**src/rtl/demux1x4_buf_pkg.sv**
```systemverilog
// Lane count, select width and lane-slice indexing shared by the mux/demux family.
package demux1x4_buf_pkg;
   localparam int NUM_LANES = 4;
   localparam int SEL_W     = 2;

   // Lowest bit of lane k in a packed bus of w-bit lanes.
   function automatic int lane_lo(input int k, input int w);
      return k * w;
   endfunction
endpackage

```
**src/rtl/demux1x4_buf_lane_buf.sv**
```systemverilog
// One-entry lane holding register; latency 1 from load to full.
// A load wins over a same-cycle drain, so a full lane can be refilled without a bubble.
module lane_buf #(
   parameter int size = 8
) (
   input  logic            clk,
   input  logic            reset,
   input  logic            load,
   input  logic [size-1:0] din,
   input  logic            drain,
   output logic [size-1:0] dout,
   output logic            full
);
   logic [size-1:0] data_q, data_d;
   logic            full_q, full_d;

   always_comb begin
      data_d = data_q;
      full_d = full_q;
      if (load) begin
         data_d = din;
         full_d = 1'b1;
      end else if (drain) begin
         full_d = 1'b0;
      end
   end

   always_ff @(posedge clk) begin
      if (reset) begin
         data_q <= '0;
         full_q <= 1'b0;
      end else begin
         data_q <= data_d;
         full_q <= full_d;
      end
   end

   assign dout = data_q;
   assign full = full_q;
endmodule

```
**src/rtl/demux1x4_buf.sv**
```systemverilog
// Routes one input word to one of four buffered lanes; latency 1 to yValid.
// inReady tracks only the selected lane, so a stalled lane never blocks the others.
module demux1x4_buf
   import demux1x4_buf_pkg::*;
#(
   parameter int size = 8
) (
   input  logic                      clk,
   input  logic                      reset,
   input  logic [SEL_W-1:0]          sel,
   input  logic                      inValid,
   output logic                      inReady,
   input  logic [size-1:0]           inputVal,
   output logic [size*NUM_LANES-1:0] y,
   output logic [NUM_LANES-1:0]      yValid,
   input  logic [NUM_LANES-1:0]      yReady
);
   logic [NUM_LANES-1:0] lane_full;
   logic [NUM_LANES-1:0] lane_load;
   logic [NUM_LANES-1:0] lane_drain;
   logic [size-1:0]      lane_dout [NUM_LANES];
   logic                 in_xfer;

   // Selected lane can take a word if empty or being drained this same edge.
   assign inReady = ~reset & (~lane_full[sel] | yReady[sel]);
   assign in_xfer = inValid & inReady;
   assign yValid  = lane_full;

   for (genvar k = 0; k < NUM_LANES; k++) begin : g_lane
      assign lane_load[k]  = in_xfer & (sel == SEL_W'(k));
      assign lane_drain[k] = lane_full[k] & yReady[k];

      lane_buf #(.size(size)) u_lane (
         .clk   (clk),
         .reset (reset),
         .load  (lane_load[k]),
         .din   (inputVal),
         .drain (lane_drain[k]),
         .dout  (lane_dout[k]),
         .full  (lane_full[k])
      );

      assign y[lane_lo(k, size) +: size] = lane_dout[k];
   end
endmodule
```
**config.mk**
```make
export PLATFORM = sky130hd
export DESIGN_NAME = demux1x4_buf
export DESIGN_NICKNAME = d
export VERILOG_FILES = /design/src/rtl/demux1x4_buf_pkg.sv /design/src/rtl/demux1x4_buf_lane_buf.sv /design/src/rtl/demux1x4_buf.sv
export SDC_FILE = /design/constraint.sdc
export NUM_CORES = 1
export LEC_CHECK = 0
export BUFFER_PORTS_ARGS = -buffer_cell sky130_fd_sc_hd__buf_2
export CAP_MARGIN = 20
export CORE_MARGIN = 4
export CORE_UTILIZATION = 50
export CTS_CLUSTER_SIZE = 20
export DETAILED_ROUTE_END_ITERATION = 12
export PLACE_DENSITY = 0.89
export SLEW_MARGIN = 20
export SYNTH_ARGS = -nofsm -noshare
export SYNTH_HDL_FRONTEND = slang
export SYNTH_HIERARCHICAL = 1
export SYNTH_SLANG_ARGS = --single-unit
export TNS_END_PERCENT = 20
```
**constraint.sdc**
```tcl
create_clock -name clk -period 2 [get_ports clk]
set_input_delay 0.2 -clock clk [delete_from_list [all_inputs] [get_ports clk]]
set_output_delay 0.2 -clock clk [all_outputs]
set_load 0.03 [all_outputs]
```
==> results of run 1 <==
## flip-flops by register name, summed over array words and instances, names as in the netlist
name                cells
g_lane.u_lane/full      4
g_lane.u_lane/dout     32
## synth_stat cells
cell type,instances
dfxtp_1,36
nor2_1,34
mux2i_1,32
inv_1,7
nand2b_1,5
a21oi_1,4
and2_1,4
buf_6,4
clkbuf_2,4
nor3_1,2
o21ai_0,2
or4bb_1,2
a2111oi_0,1
a311oi_1,1
nand3_1,1
nand3b_1,1
nand4b_1,1
nor2b_1,1
## per-layer routing
metal | track usage (%) | wire length, um
met5 | 0 | 0
met1 | 20.49 | 1301
met2 | 31.12 | 1502
met4 | 4.545 | 31
met3 | 8.176 | 327
## through the flow
step                std cells  area, um^2  util [%]
global route              231        1768     64.67
detailed placement        223        1707     62.43
CTS                       231        1768     64.67
floorplan                 142        1424         -
finish                    231        1768     64.67
global placement          223        1707     62.43
## cells in the final DEF (no fill, tap or decap)
cell and n:
buf_2 53, dfxtp_1 36, nor2_1 34, mux2i_1 32
inv_1 7, nand2b_1 5, clkbuf_4 5, buf_4 5
and2_1 4, a21oi_1 4, or4bb_1 2, nor3_1 2
o21ai_0 2, clkinv_2 2, nand4b_1 1, nand3_1 1
a311oi_1 1, a2111oi_2 1, nor2b_1 1, nand3b_1 1
clkbuf_8 1
## critical path, cell delays in order, from the launching register on
cell      delay (ns)
dfxtp_1         0.41
or4bb_1         0.49
nand3_1         0.09
a311oi_1        0.04
buf_2           0.19
## power breakdown
part	switching (W)	internal [W]	leakage [nW]	total [W]
registers	0.0000102	0.000733	0.291	0.000743
clock network	0.000236	0.000167	0.0380	0.000403
logic	0.0000945	0.0000520	0.464	0.000146
total	0.000341	0.000952	0.793	0.00129
## cells by family (layout without fill, tap and decap cells)
kind of cell / after synthesis / count (layout)
flip-flops: 36 / 36
multiplexers: 32 / 32
AO/OA/AOI/OAI: 8 / 8
AND/OR/NAND/NOR: 51 / 51
buffers and inverters: 15 / 73
## path summary, 6_finish.rpt
kind                                           end  cells after the start
max                                        inReady                      4
min          g_lane[0].u_lane/dout[5]$_SDFFE_PP0P_                      3
max reg2reg  g_lane[0].u_lane/dout[4]$_SDFFE_PP0P_                      4
min reg2reg  g_lane[1].u_lane/dout[6]$_SDFFE_PP0P_                      2
## layout make-up
cell class              count  area (um^2)  share of cell area, %
flip-flops and latches     36        720.7                  40.76
multi-input cells          91        618.1                  34.96
repair buffers             58        302.8                  17.13
clock buffers               6        51.30                  2.902
well taps                  31        38.79                  2.194
inverters                   7        26.28                  1.486
clock inverters             2        10.01                 0.5662
==> load_flow_metrics.sql, run 1 <==
INSERT INTO impl_metrics (metric_group, metric, value, unit) VALUES
('outcome', 'outcome', 'finished clean', ''),
('clock_network', 'clock_tree_from_tritoncts', 'done', ''),
('placement', 'detailed_place_hpwl', '2340', 'um'),
('clock_network', 'clock_tree.buffer_depth', '2', ''),
('critical_path', 'r2r_slack', '0.64', 'ns'),
('yosys', 'synth_top_family_by_area', 'multiplexers', ''),
('timing', 'final_hold_viol_count', '0', ''),
('critical_path', 'critPathCaptureType', 'output port', ''),
('timing', 'setup-violations-final', '0', ''),
('floorplan', 'core_area', '2734', 'um^2'),
('yosys', 'yosys.area_share.adder', '0', '%'),
('grt', 'grt_max_degree', '38', ''),
('clock_network', 'clk-insertion-delay-late', '0.34', 'ns'),
('worst_hold_path', 'hp-class', 'input port to flop', ''),
('timing', 'period_share', '87.74', '%'),
('yosys', 'netlist.top_cell.by_area', 'dfxtp_1', ''),
('power_and_ir_drop', 'max_ir_drop_vdd', '0.0006803', 'V'),
('run', 'drv_cap', '0', ''),
('yosys', 'yosysUniqueCellTypes', '18', ''),
('grt', 'global_route.overflow_total', '0', ''),
('route', 'dr.pass1.iters', '4', ''),
('clock_network', 'tritoncts.num_buffers', '5', ''),
('timing', 'max_slew_margin', '75.73', '%'),
('placement', 'placement.io_buffers', '53', ''),
('timing', 'fin_worst_skew', '0.008835', 'ns'),
('floorplan', 'num_io_pins', '54', ''),
('floorplan', 'rows', '19', ''),
('floorplan', 'die-width', '61.37', 'um'),
('clock_network', 'clock_tree.root_cell', 'clkbuf_4', ''),
('yosys', 'synth_xor_xnor_area_share', '0', '%'),
('timing', 'worst_slack', '0.2452', 'ns'),
('yosys', 'syn_nets', '159', ''),
('clock_network', 'post_cts_resized', '0', ''),
('yosys', 'synth_simple_gate_area_share', '17.14', '%'),
('timing', 'layout_min_cycle_time', '1.755', 'ns'),
('critical_path', 'crit_path_start_kind', 'flop', ''),
('floorplan', 'die_area', '3766', 'um^2'),
('route', 'count_of_unresolved_drc_violations_after_routing', '0', ''),
('yosys', 'sequential_share_of_the_synthesized_area', '50.62', '%'),
('critical_path', 'timing.critical_path.arrival', '1.55', 'ns'),
('timing', 'fin_hold_ws', '0.1512', 'ns'),
('finish', 'design.final.nets', '216', ''),
('critical_path', 'critPathMaxFanout', '5', ''),
('clock_network', 'clk_pin_slew_worst_paths', '0.11', 'ns'),
('yosys', 'synth.mux.area_fraction', '22.50', '%'),
('critical_path', 'cp.required', '1.80', 'ns'),
('yosys', 'synth_warnings', '6', ''),
('critical_path', 'regToRegStartpoint', 'g_lane[0].u_lane/full$_SDFFE_PP0P_', ''),
('finish', 'antennaDiodeCount', '0', ''),
('yosys', 'synth_compound_gate_area_share', '3.339', '%'),
('clock_network', 'numClockSinks', '36', ''),
('route', 'via_per_inst', '4.996', ''),
('power_and_ir_drop', 'pwr_dens', '731.5', 'nW/um^2'),
('clock_network', 'holdBufCountCts', '0', ''),
('route', 'antenna_violating_nets_post_route', '0', ''),
('route', 'detailroute.via_count', '1154', ''),
('yosys', 'netlist_instances', '142', ''),
('clock_network', 'cts_htree_levels', '2', ''),
('yosys', 'synth_top_cells_by_area', 'dfxtp_1 51%, mux2i_1 22%, nor2_1 9.0%', ''),
('grt', 'initial_antenna_violation_count', '0', ''),
('critical_path', 'worstSetupPathType', 'flop to output port', ''),
('yosys', 'yosys.area.top_type_share', '50.62', '%'),
('placement', 'pre_cts_ws', '0.4846', 'ns'),
('timing', 'actual_transition_at_the_worst_max_transition_pin', '0.3640', 'ns'),
('grt', 'grt_first_pass_wirelength', '4974', 'um'),
('grt', 'grt_pass1_vias', '1103', ''),
('floorplan', 'die_height', '61.37', 'um'),
('yosys', 'yosys_register_bits', '36', ''),
('timing', 'timing.fmax', '0.5699', 'GHz'),
('placement', 'finalWeightedCongestion', '0.7831', ''),
('timing', 'totalNegativeSetupSlack', '0', 'ns');
Note: power is estimated with default switching activity, not from simulation.
==> inputs of run 2 (changes only) <==
--- a/config.mk
+++ b/config.mk
@@ -11,7 +11,7 @@
 export CORE_UTILIZATION = 50
 export CTS_CLUSTER_SIZE = 20
 export DETAILED_ROUTE_END_ITERATION = 12
-export PLACE_DENSITY = 0.89
+export PLACE_DENSITY = 0.78
 export SLEW_MARGIN = 20
 export SYNTH_ARGS = -nofsm -noshare
 export SYNTH_HDL_FRONTEND = slang
==> load_flow_metrics.sql, run 2 (synthesis gave the netlist of run 1 again) <==
INSERT INTO impl_metrics (metric_group, metric, value, unit) VALUES
('outcome', 'outcome', 'finished clean', ''),
('finish', 'design.final.nets', '216', ''),
('grt', 'global_route.overflow_total', '0', ''),
('finish', 'final_cell_mix', '53 x buf_2, 36 x dfxtp_1, 34 x nor2_1', ''),
('timing', 'fin_worst_skew', '0.01197', 'ns'),
('timing', 'layout_min_cycle_time', '1.758', 'ns'),
('floorplan', 'die_area', '3766', 'um^2'),
('timing', 'timing_max_transition_violations_final', '0', ''),
('clock_network', 'post_cts_resized', '0', ''),
('finish', 'antennaDiodeCount', '0', ''),
('route', 'detailroute.via_count', '1134', ''),
('floorplan', 'num_io_pins', '54', ''),
('clock_network', 'clock_tree.buffer_depth', '2', ''),
('clock_network', 'clk-insertion-delay-late', '0.34', 'ns'),
('clock_network', 'cts_htree_levels', '2', ''),
('finish', 'filler_free_cell_count_of_the_finished_design', '231', ''),
('floorplan', 'initial_utilization', '52.08', '%'),
('floorplan', 'rows', '19', ''),
('route', 'dr.pass1.iters', '4', ''),
('critical_path', 'worstSetupPathType', 'flop to output port', ''),
('finish', 'layout-drive-gt1-share', '33.50', '%'),
('grt', 'grt_max_degree', '22', ''),
('worst_hold_path', 'hp-class', 'input port to flop', ''),
('timing', 'fin_hold_ws', '0.1586', 'ns'),
('timing', 'grt_setup_unrepaired', 'false', ''),
('timing', 'timing.fmax', '0.5688', 'GHz'),
('grt', 'grt_pass1_vias', '1156', ''),
('run', 'drv_cap', '0', ''),
('clock_network', 'holdBufCountCts', '0', ''),
('grt', 'initial_antenna_violation_count', '0', ''),
('timing', 'period_share', '87.90', '%'),
('route', 'antenna_violating_nets_post_route', '0', ''),
('timing', 'actual_transition_at_the_worst_max_transition_pin', '0.3375', 'ns'),
('timing', 'max_slew_margin', '77.50', '%'),
('clock_network', 'clock_tree_from_tritoncts', 'done', ''),
('power_and_ir_drop', 'max_ir_drop_vdd', '0.0006979', 'V'),
('power_and_ir_drop', 'clkPwrFrac', '31.9', '%'),
('floorplan', 'core_area', '2734', 'um^2'),
('placement', 'placement.io_buffers', '53', ''),
('clock_network', 'clock_tree.root_cell', 'clkbuf_4', ''),
('route', 'post_detailed_routing_wire_length', '3226', 'um'),
('critical_path', 'timing.critical_path.arrival', '1.56', 'ns'),
('floorplan', 'die_height', '61.37', 'um'),
('critical_path', 'worstPathCellList', 'or4bb_1, nand3_1, a311oi_1, buf_2', ''),
('critical_path', 'cp.required', '1.80', 'ns'),
('clock_network', 'numClockSinks', '36', ''),
('critical_path', 'crit_path_start_kind', 'flop', ''),
('route', 'initialDrtViolationCount', '37', ''),
('clock_network', 'tritoncts.num_buffers', '5', ''),
('power_and_ir_drop', 'seq_power_share', '56.8', '%'),
('finish', 'flip_flop_count_of_the_largest_register_after_layout', '32', ''),
('clock_network', 'post_cts_buffers', '0', ''),
('timing', 'final_hold_viol_count', '0', ''),
('timing', 'setup-violations-final', '0', ''),
('route', 'via_per_inst', '4.909', ''),
('finish', 'area_growth', '24.52', '%'),
('finish', 'layout_commonest_cell', 'buf_2', ''),
('power_and_ir_drop', 'switching_share', '26.94', '%'),
('power_and_ir_drop', 'total_power', '0.001308', 'W'),
('power_and_ir_drop', 'p_leak', '0.7855', 'nW'),
('power_and_ir_drop', 'switchingPower', '0.0003525', 'W'),
('critical_path', 'critPathCaptureType', 'output port', ''),
('power_and_ir_drop', 'internal_power', '0.0009559', 'W'),
('route', 'count_of_unresolved_drc_violations_after_routing', '0', ''),
('placement', 'finalWeightedCongestion', '0.7684', ''),
('timing', 'totalNegativeSetupSlack', '0', 'ns'),
('clock_network', 'clk_pin_slew_worst_paths', '0.11', 'ns'),
('grt', 'globalRouteTotalUtil', '19.58', '%'),
('power_and_ir_drop', 'pwr_dens', '738.0', 'nW/um^2'),
('floorplan', 'die-width', '61.37', 'um'),
('power_and_ir_drop', 'comb_power_share', '11.3', '%'),
('grt', 'grt_first_pass_wirelength', '5271', 'um'),
('placement', 'detailed_place_hpwl', '2467', 'um'),
('critical_path', 'crit_path_max_incr_delay', '0.50', 'ns'),
('placement', 'post_placement_cell_count', '223', ''),
('critical_path', 'critPathMaxFanout', '5', ''),
('route', 'wl_per_cell', '13.97', 'um'),
('finish', 'fin_util', '64.85', '%'),
('critical_path', 'cpMaxStageDelayCell', 'or4bb_1', '');
==> run 2: changes by cell type in the layout (fill, tap and decap cells not counted) <==
cell | before | now
clkinv_2 | 2 | 0
clkinvlp_4 | 0 | 2
==> run 2: layout make-up <==
class	count	area, um^2
repair buffers	58	302.8
multi-input cells	91	618.1
clock inverters	2	15.01
flip-flops and latches	36	720.7
well taps	31	38.79
fillers	237	960.9
inverters	7	26.28
clock buffers	6	51.30
==> run 2: power groups by stage <==
stage	Clock (W)	Combinational [W]	Sequential (W)
after floorplan	0	0.0000590	0.000791
after global placement	0	0.000145	0.000759
after detailed placement	0	0.000149	0.000759
after CTS	0.000430	0.000149	0.000743
after global routing	0.000468	0.000161	0.000746
final	0.000417	0.000148	0.000743
==> run 2: worst max-delay path, delay by kind of cell, from the launching register on <==
kind / cells / cell delay [ns]
AOI/OAI and AO/OA: 1 / 0.05
and+or+nand+nor: 2 / 0.60
buffers and inverters: 1 / 0.19
DFF: 1 / 0.39
==> run 2: final timing paths <==
check	from	endpoint	slack [ns]	depth (start not counted)
setup reg to reg	g_lane[0].u_lane/full$_SDFFE_PP0P_	g_lane[0].u_lane/dout[0]$_SDFFE_PP0P_	0.70	4
hold / removal	inputVal[6]	g_lane[2].u_lane/dout[6]$_SDFFE_PP0P_	0.16	3
hold reg to reg	g_lane[0].u_lane/dout[3]$_SDFFE_PP0P_	g_lane[0].u_lane/dout[3]$_SDFFE_PP0P_	0.51	2
setup / recovery	g_lane[2].u_lane/full$_SDFFE_PP0P_	inReady	0.24	4
==> run 2: metal layers <==
metal | vias to the layer above | GRT usage [%] | share of wire, %
met4 | 0 | 7.273 | 1.3
met1 | 514 | 23.13 | 43
met2 | 36 | 33.38 | 49
met5 | - | 0 | 0
met3 | 5 | 6.080 | 7.0
li1 | 579 | - | -
==> run 2: per-stage QoR <==
step	instance area, um^2	setup slack (ns)
2_1_floorplan	1424	0.2875
3_3_place_gp	1707	0.4347
3_5_place_dp	1707	0.3808
4_1_cts	1773	0.2262
5_1_grt	1773	0.1548
6_report	1773	0.2419
==> inputs of run 3 (changes only) <==
--- a/config.mk
+++ b/config.mk
@@ -5,13 +5,13 @@
 export SDC_FILE = /design/constraint.sdc
 export NUM_CORES = 1
 export LEC_CHECK = 0
-export BUFFER_PORTS_ARGS = -buffer_cell sky130_fd_sc_hd__buf_2
 export CAP_MARGIN = 20
 export CORE_MARGIN = 4
 export CORE_UTILIZATION = 50
 export CTS_CLUSTER_SIZE = 20
 export DETAILED_ROUTE_END_ITERATION = 12
-export PLACE_DENSITY = 0.78
+export DONT_BUFFER_PORTS = 1
+export PLACE_DENSITY = 0.62
 export SLEW_MARGIN = 20
 export SYNTH_ARGS = -nofsm -noshare
 export SYNTH_HDL_FRONTEND = slang
==> load_flow_metrics.sql, run 3 (synthesis gave the netlist of run 1 again) <==
INSERT INTO impl_metrics (metric_group, metric, value, unit) VALUES
('critical_path', 'worstPathCellList', 'or4bb_1, nand3_1, a311oi_1, buf_4', ''),
('grt', 'grt_max_degree', '37', ''),
('critical_path', 'crit_path_start_kind', 'flop', ''),
('critical_path', 'setup.worst_path.start', 'g_lane[1].u_lane/full$_SDFFE_PP0P_', ''),
('finish', 'design.final.nets', '177', ''),
('critical_path', 'worst_r2r_path_depth', '5', ''),
('critical_path', 'r2r_slack', '0.44', 'ns'),
('grt', 'global_route.overflow_total', '0', ''),
('critical_path', 'timing.critical_path.arrival', '1.62', 'ns'),
('grt', 'globalRouteTotalUtil', '17.38', '%'),
('finish', 'flip_flop_count_of_the_largest_register_after_layout', '32', ''),
('timing', 'setup-violations-final', '0', ''),
('timing', 'fin_worst_skew', '0.003874', 'ns'),
('clock_network', 'clk-insertion-delay-late', '0.33', 'ns'),
('floorplan', 'initial_utilization', '52.08', '%'),
('finish', 'final_cell_mix', '35 x dfxtp_1, 34 x nor2_1, 32 x mux2i_1', ''),
('grt', 'grt_pass1_vias', '982', ''),
('route', 'count_of_unresolved_drc_violations_after_routing', '0', ''),
('timing', 'grt_setup_unrepaired', 'false', ''),
('timing', 'actual_transition_at_the_worst_max_transition_pin', '0.9072', 'ns'),
('floorplan', 'die-width', '61.37', 'um'),
('power_and_ir_drop', 'max_ir_drop_vdd', '0.0006669', 'V'),
('finish', 'layout-drive-gt1-share', '13.13', '%'),
('finish', 'area.sequential', '721.9', 'um^2'),
('clock_network', 'clock_tree.buffer_depth', '2', ''),
('clock_network', 'cts_htree_levels', '2', ''),
('clock_network', 'post_cts_buffers', '0', ''),
('critical_path', 'critPathMaxFanout', '5', ''),
('finish', 'antennaDiodeCount', '0', ''),
('route', 'via_per_inst', '5.304', ''),
('timing', 'fin_hold_ws', '0.01926', 'ns'),
('floorplan', 'num_io_pins', '54', ''),
('worst_hold_path', 'hp-class', 'input port to flop', ''),
('clock_network', 'clock_tree.root_cell', 'clkbuf_4', ''),
('clock_network', 'tritoncts.num_buffers', '5', ''),
('critical_path', 'cpMaxStageDelayCell', 'or4bb_1', ''),
('clock_network', 'numClockSinks', '36', ''),
('timing', 'timing_max_transition_violations_final', '0', ''),
('placement', 'placement.io_buffers', '0', ''),
('critical_path', 'crit_path_max_incr_delay', '0.50', 'ns'),
('floorplan', 'die_height', '61.37', 'um'),
('finish', 'fillerInstances', '246', ''),
('timing', 'final_hold_viol_count', '0', ''),
('finish', 'area_growth', '15.38', '%'),
('route', 'initialDrtViolationCount', '32', ''),
('floorplan', 'core_area', '2734', 'um^2'),
('finish', 'combined_area_of_the_multi_input_logic_cells', '628.1', 'um^2'),
('critical_path', 'worstSetupPathType', 'flop to output port', ''),
('grt', 'initial_antenna_violation_count', '0', ''),
('grt', 'grt_first_pass_wirelength', '4643', 'um'),
('timing', 'max_slew_margin', '39.30', '%'),
('critical_path', 'cp.buffers_inverters', '1', ''),
('critical_path', 'r2r-end', 'g_lane[3].u_lane/dout[4]$_SDFFE_PP0P_', ''),
('clock_network', 'clk_pin_slew_worst_paths', '0.10', 'ns'),
('timing', 'layout_min_cycle_time', '1.819', 'ns'),
('route', 'post_detailed_routing_wire_length', '3024', 'um'),
('route', 'met1Wirelength', '1223', 'um'),
('power_and_ir_drop', 'pwr_dens', '746.8', 'nW/um^2'),
('critical_path', 'worstSetupPathDepth', '4', ''),
('route', 'met3WireLength', '385', 'um'),
('route', 'top_layer', 'met4', ''),
('outcome', 'outcome', 'finished clean', ''),
('route', 'antenna_violating_nets_post_route', '0', ''),
('timing', 'totalNegativeSetupSlack', '0', 'ns'),
('route', 'wl_per_cell', '15.83', 'um'),
('critical_path', 'regToRegStartpoint', 'g_lane[3].u_lane/full$_SDFFE_PP0P_', ''),
('timing', 'timing.fmax', '0.5497', 'GHz'),
('critical_path', 'critPathCaptureType', 'output port', ''),
('floorplan', 'rows', '19', ''),
('placement', 'detailed_place_hpwl', '2114', 'um'),
('critical_path', 'cp.required', '1.80', 'ns'),
('timing', 'period_share', '90.96', '%'),
('route', 'dr.pass1.iters', '4', ''),
('route', 'detailroute.via_count', '1013', ''),
('floorplan', 'die_area', '3766', 'um^2'),
('run', 'drv_cap', '0', ''),
('clock_network', 'clock_tree_from_tritoncts', 'done', ''),
('critical_path', 'critical-path-top-delay-family', 'simple AND/OR/NAND/NOR gates', ''),
('route', 'met2_wirelength', '1399', 'um'),
('critical_path', 'crit_end', 'inReady', ''),
('power_and_ir_drop', 'p_leak', '0.5892', 'nW'),
('placement', 'finalWeightedCongestion', '0.7949', ''),
('finish', 'layout_commonest_cell', 'dfxtp_1', '');
run 3: changes by cell type in the layout (fill, tap and decap cells not counted), moves of 2 or more:
cell | previous run | this run
buf_2 | 53 | 0
buf_4 | 5 | 9
dlygate4sd3_1 | 0 | 9
nor3_1 | 2 | 0
nor3_2 | 0 | 2
run 3: per-layer routing:
metal  global-route usage (%)  vias to the layer above
met5                        0                        -
met4                    6.364                        0
met3                    10.27                        2
met2                    27.49                       45
met1                    19.36                      462
li1                         -                      504
run 3: per-stage QoR:
step                worst slack [ns]  power [W]  instance area [um^2]  cells  util (%)
global placement              0.4290  0.0008556                  1481    174     54.19
global route                 0.08773   0.001299                  1643    191     60.09
CTS                          0.02817   0.001234                  1572    184     57.48
finish                        0.1808   0.001227                  1643    191     60.09
detailed placement            0.4067  0.0008579                  1481    174     54.19
floorplan                     0.2875  0.0008504                  1424    142         -
run 3: area by class of cell:
cell class,instances,area share (%)
sequential,36,43.95
inverter,7,1.599
clock buffer,5,2.285
multi-input combinational,91,38.23
tap,31,2.361
clock inverter,2,0.7616
timing repair buffer,19,10.81
run 3: repair_timing:
item,4_1_cts,5_1_grt
hold buffers,3,7
hold endpoints to repair,36,7
setup endpoints to repair,0,1
gates resized for setup,0,1
run 3: power by group:
group	leakage (nW)	internal (W)	switching, W	total, W
Combinational	0.270	0.0000486	0.0000461	0.0000947
Clock	0.0271	0.000128	0.000229	0.000357
Sequential	0.292	0.000733	0.0000415	0.000775
Total	0.589	0.000910	0.000317	0.00123
run 3: worst min-delay path by stage:
stage	startpoint	to	slack [ns]	depth (start not counted)
after floorplan	inputVal[0]	g_lane[0].u_lane/dout[0]$_SDFFE_PP0P_	0.35	2
after global placement	reset	g_lane[0].u_lane/full$_SDFFE_PP0P_	0.27	1
after detailed placement	reset	g_lane[2].u_lane/full$_SDFFE_PP0P_	0.28	1
after CTS	inputVal[6]	g_lane[3].u_lane/dout[6]$_SDFFE_PP0P_	0.001	2
after global routing	inputVal[5]	g_lane[0].u_lane/dout[5]$_SDFFE_PP0P_	0.002	2
final	inputVal[6]	g_lane[3].u_lane/dout[6]$_SDFFE_PP0P_	0.02	2
